## src/rtl/demux_pkg.sv

```systemverilog
// Shared definitions for the serial receive demultiplexer: default word width,
// channel indices, per-channel FSM states and the parity accumulate helper.
package demux_pkg;

    localparam int WIDTH_DEF = 8;

    localparam logic CH_A = 1'b0;
    localparam logic CH_B = 1'b1;

    typedef enum logic [1:0] {
        IDLE  = 2'd0,
        SHIFT = 2'd1,
        PAR   = 2'd2
    } chan_state_e;

    // Running even-parity check: a result of 1 after the whole frame means an error.
    function automatic logic par_acc(input logic acc, input logic bit_in);
        return acc ^ bit_in;
    endfunction

endpackage

```

## src/rtl/demux_chan.sv

```systemverilog
// One receive channel: LSB-first shift register, bit counter and frame FSM.
// With DEMUX_RX_PARITY_EN defined each frame carries a trailing even-parity bit.
module demux_chan
    import demux_pkg::*;
#(
    parameter int WIDTH = WIDTH_DEF
) (
    input  logic             clk,
    input  logic             rst_n,
    input  logic             en,
    input  logic             d,
    input  logic             clear,
    output logic [WIDTH-1:0] word,
    output logic             ready,
    output logic             perr
);

    localparam int             CW   = (WIDTH > 1) ? $clog2(WIDTH) : 1;
    localparam logic [CW-1:0]  LAST = CW'(WIDTH - 1);
    localparam logic [CW-1:0]  ONE  = CW'(32'd1);
`ifdef DEMUX_RX_PARITY_EN
    localparam chan_state_e    AFTER_DATA = PAR;
`else
    localparam chan_state_e    AFTER_DATA = IDLE;
`endif

    chan_state_e      state_r, state_nx_s;
    logic [CW-1:0]    cnt_r, cnt_nx_s;
    logic [WIDTH-1:0] shift_r, shift_nx_s;
    logic [WIDTH-1:0] word_r, word_nx_s;
    logic             ready_r, ready_nx_s;
    logic             last_s;
`ifdef DEMUX_RX_PARITY_EN
    logic             par_r, par_nx_s;
    logic             perr_r, perr_nx_s;
`endif

    assign last_s = (cnt_r == LAST);

    // State register.
    always_ff @(posedge clk) begin
        if (!rst_n) begin
            state_r <= IDLE;
        end else begin
            state_r <= state_nx_s;
        end
    end

    // Next-state logic: clear aborts, otherwise advance only on an accepted bit.
    always_comb begin
        state_nx_s = state_r;
        if (clear) begin
            state_nx_s = IDLE;
        end else if (en) begin
            case (state_r)
                IDLE, SHIFT: begin
                    if (last_s) begin
                        state_nx_s = AFTER_DATA;
                    end else begin
                        state_nx_s = SHIFT;
                    end
                end
                PAR:     state_nx_s = IDLE;
                default: state_nx_s = IDLE;
            endcase
        end else begin
            state_nx_s = state_r;
        end
    end

    // Output/datapath logic: shift, count, and decide word load or parity error.
    always_comb begin
        cnt_nx_s   = cnt_r;
        shift_nx_s = shift_r;
        word_nx_s  = word_r;
        ready_nx_s = 1'b0;
`ifdef DEMUX_RX_PARITY_EN
        par_nx_s   = par_r;
        perr_nx_s  = 1'b0;
`endif
        if (clear) begin
            cnt_nx_s   = '0;
            shift_nx_s = '0;
`ifdef DEMUX_RX_PARITY_EN
            par_nx_s   = 1'b0;
`endif
        end else if (en) begin
            case (state_r)
                IDLE, SHIFT: begin
                    // New bits enter at the MSB so the first bit ends up in bit 0.
                    shift_nx_s            = shift_r >> 1;
                    shift_nx_s[WIDTH-1]   = d;
                    if (last_s) begin
                        cnt_nx_s = '0;
                    end else begin
                        cnt_nx_s = cnt_r + ONE;
                    end
`ifdef DEMUX_RX_PARITY_EN
                    par_nx_s = par_acc(par_r, d);
`else
                    if (last_s) begin
                        word_nx_s  = shift_nx_s;
                        ready_nx_s = 1'b1;
                    end else begin
                        word_nx_s  = word_r;
                    end
`endif
                end
`ifdef DEMUX_RX_PARITY_EN
                PAR: begin
                    cnt_nx_s = '0;
                    par_nx_s = 1'b0;
                    if (par_acc(par_r, d)) begin
                        perr_nx_s = 1'b1;
                    end else begin
                        word_nx_s  = shift_r;
                        ready_nx_s = 1'b1;
                    end
                end
`endif
                default: begin
                    cnt_nx_s = '0;
                end
            endcase
        end else begin
            cnt_nx_s = cnt_r;
        end
    end

    // Datapath and output registers.
    always_ff @(posedge clk) begin
        if (!rst_n) begin
            cnt_r   <= '0;
            shift_r <= '0;
            word_r  <= '0;
            ready_r <= 1'b0;
`ifdef DEMUX_RX_PARITY_EN
            par_r   <= 1'b0;
            perr_r  <= 1'b0;
`endif
        end else begin
            cnt_r   <= cnt_nx_s;
            shift_r <= shift_nx_s;
            word_r  <= word_nx_s;
            ready_r <= ready_nx_s;
`ifdef DEMUX_RX_PARITY_EN
            par_r   <= par_nx_s;
            perr_r  <= perr_nx_s;
`endif
        end
    end

    assign word  = word_r;
    assign ready = ready_r;
`ifdef DEMUX_RX_PARITY_EN
    assign perr  = perr_r;
`else
    assign perr  = 1'b0;
`endif

endmodule

```

## src/rtl/demux_rx.sv

```systemverilog
// Receive-side 2:1 demultiplexer: routes a serial stream into channels A and B.
// Optional even-parity framing is enabled with DEMUX_RX_PARITY_EN.
module demux_rx
    import demux_pkg::*;
#(
    parameter int WIDTH = WIDTH_DEF
) (
    input  logic             clk,
    input  logic             rst_n,
    input  logic             d,
    input  logic             valid,
    input  logic             select,
    input  logic             clear,
    output logic [WIDTH-1:0] a_word,
    output logic             a_ready,
    output logic [WIDTH-1:0] b_word,
    output logic             b_ready,
    output logic             a_perr,
    output logic             b_perr
);

    logic en_a_s;
    logic en_b_s;

    assign en_a_s = valid & (select == CH_A);
    assign en_b_s = valid & (select == CH_B);

    demux_chan #(.WIDTH(WIDTH)) u_chan_a (
        .clk   (clk),
        .rst_n (rst_n),
        .en    (en_a_s),
        .d     (d),
        .clear (clear),
        .word  (a_word),
        .ready (a_ready),
        .perr  (a_perr)
    );

    demux_chan #(.WIDTH(WIDTH)) u_chan_b (
        .clk   (clk),
        .rst_n (rst_n),
        .en    (en_b_s),
        .d     (d),
        .clear (clear),
        .word  (b_word),
        .ready (b_ready),
        .perr  (b_perr)
    );

endmodule
```

## config.mk

```make
export PLATFORM = sky130hd
export DESIGN_NAME = demux_rx
export DESIGN_NICKNAME = d
export VERILOG_FILES = /design/src/rtl/demux_pkg.sv /design/src/rtl/demux_chan.sv /design/src/rtl/demux_rx.sv
export SDC_FILE = /design/constraint.sdc
export NUM_CORES = 1
export LEC_CHECK = 0
export BUFFER_PORTS_ARGS = -buffer_cell sky130_fd_sc_hd__buf_4
export CORE_ASPECT_RATIO = 0.6
export CORE_UTILIZATION = 30
export CTS_BUF_LIST = sky130_fd_sc_hd__clkbuf_4
export DETAILED_ROUTE_END_ITERATION = 6
export PLACE_DENSITY = 0.49
export SLEW_MARGIN = 20
export SYNTH_ARGS = -nofsm -noshare
export SYNTH_HDL_FRONTEND = slang
export SYNTH_HIERARCHICAL = 1
export SYNTH_SLANG_ARGS = --single-unit
```

## constraint.sdc

```tcl
create_clock -name clk -period 3.59 [get_ports clk]
set_clock_uncertainty 0.2 [all_clocks]
set_input_delay 0.718 -clock clk [delete_from_list [all_inputs] [get_ports clk]]
set_output_delay 0.718 -clock clk [all_outputs]
set_load 0.05 [all_outputs]
```

Word level (Yosys, flattened, before mapping)
Index checks and enable logic that the tools add are counted.
W data, S select, Z words.
{"block": "op_classes", "addsub": 2, "multipliers": 0, "div": 0, "n_lt_le_gt_ge": 0, "n_eq_ne": 4, "shifts": 0, "muxes": 10, "n_bitwise": 9, "n_reduce_logical": 11}
{"cell": "$mux W3", "count": 4}
{"cell": "$reduce_and A4 Y1", "count": 2}
{"cell": "$reduce_or A4 Y1", "count": 2}
{"cell": "$not A1 Y1", "count": 7}
{"cell": "$add A3 B1 Y3 const B", "count": 2}
{"cell": "$eq A3 B3 Y1 const B", "count": 2}
{"cell": "$mux W1", "count": 6}
{"cell": "$reduce_or A2 Y1", "count": 3}
{"cell": "$eq A2 B1 Y1 const B", "count": 2}
{"cell": "$logic_not A2 Y1", "count": 2}
{"cell": "$reduce_and A2 Y1", "count": 2}
{"cell": "$and A1 B1 Y1", "count": 2}
{"block": "word_totals", "reg_bits": 44, "latchBits": 0, "ram_bits": 0, "romBits": 0, "word_cells": 46, "memories": 0}

Depth between registers and ports, before layout
{"block": "depth", "ltp_word": 4, "mapped_depth": 5}

Modules after synthesis
The synthesis kept the hierarchy.
{"module": "demux_chan", "n_inst": 2, "cells_per_inst": 78, "area_per_inst_um2": 768.2}
{"module": "demux_rx", "n_inst": 1, "cells_per_inst": 2, "area_per_inst_um2": 16.3}

Worst setup path before layout
No wires, ideal clock.
{"block": "synth_path", "path_kind": "input port to flip-flop", "startpoint": "input port select", "endpoint": "register u_chan_a.word_r[0], in the netlist u_chan_a/word[0]", "setup_ns": 0.119, "arrival_time_ns": 1.349, "t_required_ns": 3.271, "slack_ns": 1.922, "stages": 4, "n_path_buf": 1, "path_cell_list": "and2b_2 and3b_1 buf_6 mux2i_1"}
{"block": "synth_via", "elab_chain_cells": 3}
{"element": "start: declaration", "line": "demux_rx.sv:12", "rtl": "input logic select,"}
{"element": "$not A1 Y1", "line": "demux_rx.sv:25", "rtl": "assign en_a_s = valid & (select == CH_A);"}
{"element": "$and A1 B1 Y1", "line": "demux_rx.sv:25"}
{"element": "$reduce_and A4 Y1 (no line)"}
{"element": "end signal: assignment", "line": "demux_chan.sv:144", "rtl": "word_r <= word_nx_s;"}
{"element": "end: declaration", "line": "demux_chan.sv:30", "rtl": "logic [WIDTH-1:0] word_r, word_nx_s;"}
Every way passes these cells.
A chain may end at the register's enable or synchronous reset.

Final worst setup path
{"block": "layout_path", "startpoint": "input port select", "endpoint": "register u_chan_a.word_r[5], in the netlist u_chan_a/word[5]"}
{"block": "layout_via", "elab_chain_cells": 3}
{"element": "$not A1 Y1", "line": "demux_rx.sv:25"}
{"element": "$and A1 B1 Y1", "line": "demux_rx.sv:25"}
{"element": "via en_a_s", "line": "demux_rx.sv:22", "rtl": "logic en_a_s;"}
{"element": "$reduce_and A4 Y1 (no line)"}
The timed path passes the listed nets, and every way through them passes these cells.

==> key figures <==
Status
  – Run status: finished, final reports clean

Timing
  – Fin worst setup slack: 1650 ps
  – Fmax: 515 MHz
  – Final-report setup violation count: 0
  – Final Cycle Share: 54.1%
  – Minimum clock period: 1940 ps
  – Min Hold Slack: around 270 ps
  – Fin Setup TNS: 0 ps
  – Max-slew violation count: 0
  – RSZ-0062 raised after global routing: false
  – Final hold violation count: 0

Yosys
  – Mux cell area share after synthesis: 20.6%
  – #FFs+latches synth: 38
  – Post-synth top area share: 49.0%
  – Compound-Gate Fraction of Synth Area: 1.77%
  – Post-synthesis adder-cell area fraction: 3.22%
  – Largest family of logic cells by synthesized area: multiplexers
  – Synth area leaders: dfxtp_1 (49%), mux2i_1 (21%), nand2_1 (8.2%)
  – Count leader, synth: dfxtp_1
  – Syn nets: 168
  – Synth Area in XOR/XNOR: 0%
  – Largest area contributor in the netlist: dfxtp_1
  – Post-synth cell types: 17
  – Synth Warn #: 6
  – Simple-gate share of the synthesized area: 19.3%
  – EDFF count, synth: 0
  – Post-Syn Area: ~1600 sq um
  – Synth top cells by count: dfxtp_1 (38), nand2_1 (34), mux2i_1 (32), nor2_1 (18)
  – Ys flop type: dfxtp_1
  – Post-Syn Instances: 158
  – Synth async-reset ratio: 0%
  – Mapped Avg Cell Area: between 9 and 10 sq um
  – Part of the Yosys area used for sequential elements: 49.0%

Critical path
  – Crit-path cells: buf_4 -> and2b_2 -> and3b_1 -> mux2i_1
  – Top delay family on crit path: simple AND/OR/NAND/NOR gates
  – CP required: approximately 3700 ps
  – Crit end category: flip-flop
  – Crit path DAT: roughly 2000 ps
  – Crit path buf inv count: 1
  – Startpoint types: input pin
  – Kind of critical path: in -> reg
  – Worst-path maximum fanout: 14
  – Slowest CP cell: and3b_1
  – Max incr delay on CP: 520 ps

Route
  – Via density per instance: approximately 4.3
  – DR iter-0 viols: 29
  – Routed WL: between 2000 and 3000 microns
  – Vias: approximately 1.0k
  – Final ANT Viol Nets: 0
  – Post-DR wirelength/cell: about 11 microns
  – DRC Markers: 0
  – TritonRoute pass-1 iters: 4

Floorplan
  – Die Y: between 50 and 60 microns
  – Core area: 4780 sq um
  – Row count: 19
  – Boundary Pins: 26
  – Die ar.: ~5500 sq um
  – Die width: approximately 95 microns
  – Starting Density: around a third

Placed design
  – Post-Place Worst Slack: roughly 1300 ps
  – Dpl cells: roughly 230
  – Placed cell area: about 1700 sq um
  – Dpl hpwl: 1940 microns
  – Number of port buffers: 23
  – Gpl congestion: between 0.6 and 0.7

Hold path
  – HP Class: reg -> reg

CTS
  – Insertion delay to the later sink of the worst-skew pair: about 330 ps
  – CTS Buf Count: 5
  – Clk root buf: clkbuf_4
  – H-tree Lvls: 2
  – Num Clock Sinks: 38
  – Hold-fix buffers at CTS: 0
  – Clock buffer depth: 2
  – CTS clk-pin slew, worst paths: 110 ps
  – Post-CTS resize count: 0
  – CTS tree: done
  – Post-CTS Setup Bufs: 0

Cells and area
  – Post-layout nets: roughly 190
  – Final Cell Area: 1770 sq um
  – Layout cells sized above 1: between 10% and 20%
  – Util after Layout: roughly 37%
  – Fin cells: 240
  – Layout Area Growth over Synthesis: 13.7%
  – Diodes inserted: 0
  – # fillers: around 470

Global route
  – Vias in the first global route: 984
  – Total GRT Usage: approximately 11%
  – Largest net degree at the start of global routing: 35
  – Antenna violations before repair: 0
  – Global-route wire length before repair: between 4000 and 5000 microns
  – GRT Residual Overflow: 0

Power
  – Max VDD drop: between 0.0001 and 0.00015 V
  – Lkg Pwr: roughly 0.67 nW
  – Total power draw: 663 uW
  – PD cells: approximately 380 nW/um^2

Job
  – Max-Cap Viols: 0
-- registers in the layout, summed over array words and instances (netlist names) --
name and count:
u_chan_b/word 8, u_chan_a/word 8, u_chan_b/ready 1, u_chan_a/shift_r 7, u_chan_a/ready 1, u_chan_b/shift_r 7
u_chan_b/cnt_r 3, u_chan_a/cnt_r 3
-- worst min-delay path, cell delays in order, from the launching register on --
cell,delay (ps)
dfxtp_1,320
nand2_1,50
mux2i_1,50
-- worst paths after layout --
path | startpoint | to | slack (ps) | cells past startpoint
hold reg to reg | u_chan_a/word[3]$_SDFFE_PN0P_ | u_chan_a/word[3]$_SDFFE_PN0P_ | 270 | 2
hold / removal | u_chan_a/word[3]$_SDFFE_PN0P_ | u_chan_a/word[3]$_SDFFE_PN0P_ | 270 | 2
setup / recovery | select | u_chan_a/word[5]$_SDFFE_PN0P_ | 1650 | 4
setup reg to reg | u_chan_a/cnt_r[0]$_SDFFE_PP0P_ | u_chan_a/word[5]$_SDFFE_PN0P_ | 1840 | 4
-- cells by family after synthesis --
group                    after synthesis
adder cells (fa/ha/maj)                4
other                                  2
flip-flops                            38
multiplexers                          32
AND/OR/NAND/NOR                       66
AO/OA/AOI/OAI                          4
buffers and inverters                 12
-- cell usage in the layout (no fill, tap or decap) --
cell      synthesis  routed
a21oi_1           2       2
a21oi_2           2       2
and2_2            1       1
and2b_2           1       1
and3b_1           2       2
buf_4             6      23
clkbuf_4          0       5
clkinv_1          0       3
conb_1            2       2
dfxtp_1          38      38
ha_1              4       4
mux2i_1          32      32
nand2_1          34      34
nand2b_1          6       6
nand3b_1          2       2
nor2_1           18      18
or3b_1            2       2
-- power breakdown --
group          internal, mW  switching, mW  leakage (nW)  total [mW]
combinational        0.0120         0.0236         0.333      0.0356
sequential            0.423        0.00116         0.306       0.424
clock                0.0699          0.133        0.0277       0.203
-- area by class of cell --
| cell class | count | area (sq um) | share of cell area (%) |
|---|---|---|---|
| flip-flops and latches | 38 | 761 | 43.1 |
| clock buffers | 5 | 37.5 | 2.13 |
| multi-input cells | 108 | 704 | 39.9 |
| well taps | 63 | 78.8 | 4.46 |
| repair buffers | 23 | 173 | 9.78 |
| clock inverters | 3 | 11.3 | 0.638 |
-- metal layers --
layer	share of wire, %	vias up	GRT usage [%]	routed length [microns]
li1	-	545	-	-
met1	54	476	14.6	1470
met2	41	15	16.4	1120
met3	3.7	5	3.94	101
met4	1.2	0	5.84	32
met5	0	-	0	0
Note: power is estimated with default switching activity, not from simulation.
